===== config.mk =====
export PLATFORM = sky130hd
export DESIGN_NAME = ysyx_23060240_lsu_axi
export DESIGN_NICKNAME = d
export VERILOG_FILES = /design/src/rtl/ysyx_23060240_lsu_axi.sv
export SDC_FILE = /design/constraint.sdc
export NUM_CORES = 1
export LEC_CHECK = 0
export ABC_AREA = 0
export CAP_MARGIN = 20
export CELL_PAD_IN_SITES_DETAIL_PLACEMENT = 0
export CELL_PAD_IN_SITES_GLOBAL_PLACEMENT = 1
export CORE_UTILIZATION = 35
export DETAILED_ROUTE_END_ITERATION = 8
export PLACE_DENSITY = 0.91
export SLEW_MARGIN = 10
export SYNTH_ARGS = -nofsm -noshare
export SYNTH_HDL_FRONTEND = slang
export SYNTH_SLANG_ARGS = --single-unit
export TNS_END_PERCENT = 30

===== constraint.sdc =====
create_clock -name clk -period 12.8 [get_ports clk]
set_clock_uncertainty 0.2 [all_clocks]
set_input_delay 3.2 -clock clk [delete_from_list [all_inputs] [get_ports clk]]
set_output_delay 3.2 -clock clk [all_outputs]
set_load 0.1 [all_outputs]

===== src/rtl/ysyx_23060240_lsu_axi.sv =====
// Load/store unit: turns one IDU request at a time into AXI4-Lite read or write transactions.
// Misaligned accesses finish locally with an error; ready/valid rise delays are parameterised.
module ysyx_23060240_lsu_axi #(
    parameter int ADDR_W = 32,
    parameter int AR_DLY = 3,
    parameter int R_DLY  = 7,
    parameter int B_DLY  = 2
) (
    input  logic              clk,
    input  logic              rst,
    input  logic              req_valid,
    output logic              req_ready,
    input  logic              req_we,
    input  logic [ADDR_W-1:0] req_addr,
    input  logic [31:0]       req_wdata,
    input  logic [2:0]        req_size,
    output logic              resp_valid,
    output logic [31:0]       resp_rdata,
    output logic              resp_err,
    output logic [ADDR_W-1:0] araddr,
    output logic              arvalid,
    input  logic              arready,
    input  logic [31:0]       rdata,
    input  logic [1:0]        rresp,
    input  logic              rvalid,
    output logic              rready,
    output logic [ADDR_W-1:0] awaddr,
    output logic              awvalid,
    input  logic              awready,
    output logic [31:0]       wdata,
    output logic [3:0]        wstrb,
    output logic              wvalid,
    input  logic              wready,
    input  logic [1:0]        bresp,
    input  logic              bvalid,
    output logic              bready
);
    typedef enum logic [2:0] {IDLE, RD_AR, RD_R, WR_AW_W, WR_B, RESP} state_t;

    state_t             state_q, state_d;
    logic [7:0]         cnt_q, cnt_d;
    logic [ADDR_W-1:0]  addr_q, addr_d;
    logic [2:0]         size_q, size_d;
    logic [31:0]        wdata_q, wdata_d;
    logic [3:0]         wstrb_q, wstrb_d;
    logic               aw_pend_q, aw_pend_d;
    logic               w_pend_q, w_pend_d;
    logic [31:0]        res_q, res_d;
    logic               err_q, err_d;

    logic               misalign;
    logic [3:0]         strb_base;
    logic [31:0]        rd_shift;
    logic [31:0]        rd_ext;

    always_comb begin
        misalign = (req_size[1:0] == 2'b11)
                 | ((req_size[1:0] == 2'b01) & req_addr[0])
                 | ((req_size[1:0] == 2'b10) & (req_addr[1:0] != 2'b00));
        case (req_size[1:0])
            2'b00:   strb_base = 4'b0001;
            2'b01:   strb_base = 4'b0011;
            default: strb_base = 4'b1111;
        endcase
        // Bytes sit at their lane offset on the bus; realign before extending.
        rd_shift = rdata >> {addr_q[1:0], 3'b000};
        case (size_q[1:0])
            2'b00:   rd_ext = size_q[2] ? {24'b0, rd_shift[7:0]}
                                        : {{24{rd_shift[7]}}, rd_shift[7:0]};
            2'b01:   rd_ext = size_q[2] ? {16'b0, rd_shift[15:0]}
                                        : {{16{rd_shift[15]}}, rd_shift[15:0]};
            default: rd_ext = rd_shift;
        endcase
    end

    always_comb begin
        state_d   = state_q;
        cnt_d     = cnt_q;
        addr_d    = addr_q;
        size_d    = size_q;
        wdata_d   = wdata_q;
        wstrb_d   = wstrb_q;
        aw_pend_d = aw_pend_q;
        w_pend_d  = w_pend_q;
        res_d     = res_q;
        err_d     = err_q;
        arvalid   = 1'b0;
        rready    = 1'b0;
        awvalid   = 1'b0;
        wvalid    = 1'b0;
        bready    = 1'b0;
        resp_valid = 1'b0;
        case (state_q)
            IDLE: begin
                if (req_valid) begin
                    addr_d  = req_addr;
                    size_d  = req_size;
                    wdata_d = req_wdata << {req_addr[1:0], 3'b000};
                    wstrb_d = strb_base << req_addr[1:0];
                    if (misalign) begin
                        state_d = RESP;
                        err_d   = 1'b1;
                        res_d   = 32'b0;
                    end else if (req_we) begin
                        state_d   = WR_AW_W;
                        aw_pend_d = 1'b1;
                        w_pend_d  = 1'b1;
                    end else begin
                        state_d = RD_AR;
                        cnt_d   = 8'(AR_DLY);
                    end
                end
            end
            RD_AR: begin
                arvalid = (cnt_q == 8'd0);
                if (cnt_q != 8'd0) begin
                    cnt_d = cnt_q - 8'd1;
                end else if (arready) begin
                    state_d = RD_R;
                    cnt_d   = 8'(R_DLY);
                end
            end
            RD_R: begin
                rready = (cnt_q == 8'd0);
                if (cnt_q != 8'd0) begin
                    cnt_d = cnt_q - 8'd1;
                end else if (rvalid) begin
                    state_d = RESP;
                    err_d   = (rresp != 2'b00);
                    res_d   = (rresp != 2'b00) ? 32'b0 : rd_ext;
                end
            end
            WR_AW_W: begin
                awvalid   = aw_pend_q;
                wvalid    = w_pend_q;
                aw_pend_d = aw_pend_q & ~awready;
                w_pend_d  = w_pend_q & ~wready;
                if (!aw_pend_d && !w_pend_d) begin
                    state_d = WR_B;
                    cnt_d   = 8'(B_DLY);
                end
            end
            WR_B: begin
                bready = (cnt_q == 8'd0);
                if (cnt_q != 8'd0) begin
                    cnt_d = cnt_q - 8'd1;
                end else if (bvalid) begin
                    state_d = RESP;
                    err_d   = (bresp != 2'b00);
                    res_d   = 32'b0;
                end
            end
            RESP: begin
                resp_valid = 1'b1;
                state_d    = IDLE;
            end
            default: state_d = IDLE;
        endcase
    end

    always_ff @(posedge clk or posedge rst) begin
        if (rst) begin
            state_q   <= IDLE;
            cnt_q     <= 8'd0;
            addr_q    <= '0;
            size_q    <= 3'b0;
            wdata_q   <= 32'b0;
            wstrb_q   <= 4'b0;
            aw_pend_q <= 1'b0;
            w_pend_q  <= 1'b0;
            res_q     <= 32'b0;
            err_q     <= 1'b0;
        end else begin
            state_q   <= state_d;
            cnt_q     <= cnt_d;
            addr_q    <= addr_d;
            size_q    <= size_d;
            wdata_q   <= wdata_d;
            wstrb_q   <= wstrb_d;
            aw_pend_q <= aw_pend_d;
            w_pend_q  <= w_pend_d;
            res_q     <= res_d;
            err_q     <= err_d;
        end
    end

    // Held low while reset is asserted so no request slips in during reset.
    assign req_ready  = (state_q == IDLE) & ~rst;
    assign araddr     = addr_q;
    assign awaddr     = addr_q;
    assign wdata      = wdata_q;
    assign wstrb      = wstrb_q;
    assign resp_rdata = res_q;
    assign resp_err   = err_q;
endmodule


Word level (Yosys, flattened, before mapping)
Cells that the tools add are included.
{ "totals": {"elab_cells": 116, "input_bits": 112, "out_inout_bits": 140, "regBits": 117} }
{ "op_classes": {"reduce_logical": 20, "bitwise": 10, "muxes": 49, "add_sub_neg": 1, "n_shift": 3, "eq_ne": 23} }
{ "op_table": {"columns": ["op", "count"], "rows": [
  ["2-to-1 mux 32 bit", 9],
  ["case mux 32 bit (3 select lines)", 1],
  ["case mux 32 bit (2 select lines)", 1],
  ["2-to-1 mux 8 bit", 7],
  ["case mux 8 bit (4 select lines)", 1],
  ["left shift 32 x 5 -> 32 bit", 1],
  ["right shift 32 x 5 -> 32 bit", 1],
  ["2-to-1 mux 3 bit", 9],
  ["!= test 2 bit, second input constant", 12],
  ["2-to-1 mux 1 bit", 15],
  ["case mux 3 bit (5 select lines)", 1],
  ["AND reduction 7 bit", 2],
  ["logical NOT 8 bit", 1],
  ["case mux 4 bit (2 select lines)", 1],
  ["AND reduction 8 bit", 1],
  ["nonzero test 2 bit", 4],
  ["nonzero test 8 bit", 1],
  ["subtractor 8 x 1 -> 8 bit, second input constant", 1],
  ["equality test 3 x 2 -> 1 bit, second input constant", 2],
  ["equality test 3 bit, second input constant", 2],
  ["bitwise AND 1 bit", 5],
  ["equality test 2 x 1 -> 1 bit, second input constant", 2],
  ["equality test 2 bit, second input constant", 2],
  ["logical NOT 2 bit", 2],
  ["17 further kinds", 22]
]} }

Longest topological paths before layout
{ "depth": {"ltp_word": 7, "depth_mapped": 8, "ltp_nobuf": 7} }

Least setup slack after synthesis
OpenSTA, ideal clock, no wires.
{ "synth_path": {"path_kind": "in2out", "start": "in rst", "end": "out req_ready", "cell_stages": 1, "setup_slack_ns": 4.947, "required_time_ns": 9.400, "n_path_buf": 0, "t_arrival_ns": 4.453, "cell_sequence": "nor2_1"} }
{ "synth_via": {"elab_chain_len": 2} }
{ "synth_rtl": {"columns": ["element", "line", "rtl"], "rows": [
  ["start: declaration", "10", "input logic rst,"],
  ["inverter 1 bit", "188", "assign req_ready = (state_q == IDLE) & ~rst;"],
  ["bitwise AND 1 bit", "188", null],
  ["end: declaration", "12", "output logic req_ready,"]
]} }
Every way passes these cells.

Final worst setup path
Ends and elaborated chain as after synthesis.

==> flow_metrics.tcl <==
set metrics [dict create \
    worstHoldPathType "reg -> reg" \
    fin_nets 945 \
    reg2reg_depth 6 \
    clock_sinks 117 \
    hold_start "wdata[14]" \
    criticalPathCategory "in -> out" \
    detail_route.iter0.violations 285 \
    worstPathRequired_ps 9400 \
    gr-usage-all-layers_pct 19.4 \
    clk_pin_slew_ps 60 \
    wl_per_cell_um 16.4 \
    final_setup_vio_count 0 \
    ioPinCount 252 \
    clock_tree_from_tritoncts "built" \
    mostFrequentLayoutCells "249 x sky130_fd_sc_hd__clkdlybuf4s50_1, 117 x sky130_fd_sc_hd__dfrtp_1, 88 x sky130_fd_sc_hd__nand2_1" \
    met2WireLength_mm 8.58 \
    clock_latency_ps 410 \
    via_count 5335 \
    ant_nets 0 \
    drt_drc_violations_left 0 \
    m1WireLength_mm 7.70 \
    fillCellCount 1604 \
    insertedDiodeCount 0 \
    detailed_place_hpwl_mm 12.6 \
    io_buffer_count 251 \
    seqCellArea_um2 2930 \
    highest-signal-layer "met4" \
    grt.overflow.total 0 \
    min_path_cells 2 \
    maxCapViolations 0 \
    detail_route.first_pass.iterations 5 \
    placementRows 48 \
    maxClockFrequency_ghz 0.120 \
    place_congestion 0.800 \
    path_max_fanout 2 \
    htree_num_levels 4 \
    die_w_um 135 \
    ys_ff_latch 117 \
    synth_area_per_cell_um2 9.84 \
    max_slew.worst_pin.slew_ps 1080 \
    fp.dieH_um 135 \
    setup_total_negative_slack_ps 0 \
    slew_viol_final 0 \
    grt_start_max_net_pins 101 \
    min_to "wdata[14]" \
    detailroute.wirelength.met3_mm 1.01 \
    rsz_0062_raised_after_global_routing "no" \
    initial_utilization_pct 36.0 \
    mappedNetlistNets 745 \
    start_kind "input pin" \
    ys_types 52 \
    r2r-end "cnt_q[5]" \
    route.final.wire_length_mm 17.5 \
    cts-buffers-inserted 17 \
    full_die_area_um2 18300 \
    clk_tree_root_cell "sky130_fd_sc_hd__clkbuf_16" \
    postCtsSetupBuffers 0 \
    yosys_warnings 0 \
    holdBufCountCts 0 \
    grt_antenna_before_repair 0 \
    design.core.area_um2 17300 \
    finalHoldViolations 0 \
    vias_in_the_first_global_route 5116 \
    multi_input_area_um2 2840 \
    end_kind "output pin" \
    yosys_most_used_dff "sky130_fd_sc_hd__dfrtp_1" \
    viasPerCell 4.99 \
    grt_pass1_wl_mm 27.4 \
    fin_crit_sh_pct 65.0 \
    cts-root-to-sink-buffers 2 \
    worst_hold_slack_ps 272 \
    cts_resized 0 \
    areaGrowthSynthToFinish_pct 48.5 \
    mostFrequentLayoutCell "sky130_fd_sc_hd__clkdlybuf4s50_1" \
    synthCells 632 \
    arrival_time_of_data_at_the_critical_path_endpoint_ps 4920 \
    part_of_the_yosys_area_used_for_sequential_elements_pct 47.1 \
    post-route-min-period_ps 8320 \
    crit_path_start "rst" \
    worst_r2r_startpoint "state_q[0]" \
    post_synth_instance_area_um2 6220 \
    post_route_cells_drive_above_1_share_pct 12.9 \
    r2r_slack_ps 9860 \
    synth-async-reset-ratio_pct 100 \
    status "finished, final reports clean" \
    maxSlewHeadroom_pct 27.9 \
    count_of_flip_flops_with_a_built_in_enable_after_synthesis 0 \
]
[cell usage after synthesis, types with 8 or more instances]
| cell type | number | share of area, % |
|---|---|---|
| sky130_fd_sc_hd__a211oi_1 | 12 | 1.4 |
| sky130_fd_sc_hd__a21boi_0 | 8 | 0.97 |
| sky130_fd_sc_hd__a21oi_1 | 46 | 3.7 |
| sky130_fd_sc_hd__buf_2 | 9 | 0.72 |
| sky130_fd_sc_hd__buf_4 | 34 | 4.1 |
| sky130_fd_sc_hd__clkbuf_1 | 22 | 1.3 |
| sky130_fd_sc_hd__dfrtp_1 | 117 | 47 |
| sky130_fd_sc_hd__inv_1 | 8 | 0.48 |
| sky130_fd_sc_hd__mux2_2 | 53 | 9.6 |
| sky130_fd_sc_hd__mux2i_1 | 32 | 5.1 |
| sky130_fd_sc_hd__nand2_1 | 88 | 5.3 |
| sky130_fd_sc_hd__nor2_1 | 48 | 2.9 |
| sky130_fd_sc_hd__nor2b_1 | 16 | 1.6 |
| sky130_fd_sc_hd__nor3_1 | 9 | 0.72 |
| sky130_fd_sc_hd__o21ai_0 | 35 | 2.8 |
| sky130_fd_sc_hd__o21ai_2 | 8 | 1.1 |
| sky130_fd_sc_hd__o31ai_1 | 25 | 3.0 |
[worst max path at each step]
stage          slack (ps)        end
2_1_floorplan        4950  req_ready
4_1_cts              4480  req_ready
5_1_grt              4430  req_ready
6_report             4480  req_ready
3_5_place_dp         4490  req_ready
3_3_place_gp         4470  req_ready
[critical path, cell delays in order]
cell and delay [ps]:
sky130_fd_sc_hd__clkdlybuf4s50_1 460, sky130_fd_sc_hd__nor2_1 120, sky130_fd_sc_hd__clkdlybuf4s50_1 1140
[routing by layer]
metal  vias up  global-route usage, %
met4         0                   6.55
met2       176                   30.7
met5         -                      0
li1       2592                      -
met1      2549                   26.0
met3        18                   4.56
[state kept, by name, summed over array words and instances (netlist names)]
signal and flops:
araddr 32, aw_pend_q 1, cnt_q 8, resp_err 1, resp_rdata 32, size_q 3, state_q 3, w_pend_q 1
wdata 32, wstrb 4
[kinds of logic (layout without fill, tap and decap cells)]
logic type | after synthesis | in the layout | share of synthesized area, %
and+or+nand+nor | 185 | 185 | 13.9
AOI/OAI and AO/OA | 161 | 161 | 16.5
DFF | 117 | 117 | 47.1
muxes | 85 | 85 | 14.7
buffers and inverters | 82 | 295 | 7.42
adders and majority gates | 1 | 1 | 0.201
xor gates and xnor gates | 1 | 1 | 0.141
[per-stage QoR]
stage	worst slack [ps]	instances	utilization [%]	cell area, um2
after global placement	4470	1038	49.8	8620
after detailed placement	4490	1038	49.8	8620
final	4480	1070	53.4	9240
after CTS	4480	1070	53.4	9240
after floorplan	4950	632	-	6220
after global routing	4430	1070	53.4	9240
[final cells by class]
| type | instances | area share [%] |
|---|---|---|
| Clock buffer | 20 | 5.05 |
| Clock inverter | 12 | 1.65 |
| Inverter | 8 | 0.352 |
| Multi-Input combinational cell | 433 | 30.8 |
| Sequential cell | 117 | 31.7 |
| Tap cell | 225 | 3.05 |
| Timing Repair Buffer | 255 | 27.4 |
Power is not shown: default switching activity piles up to over one toggle a cycle in this logic, so the estimate is an artifact.
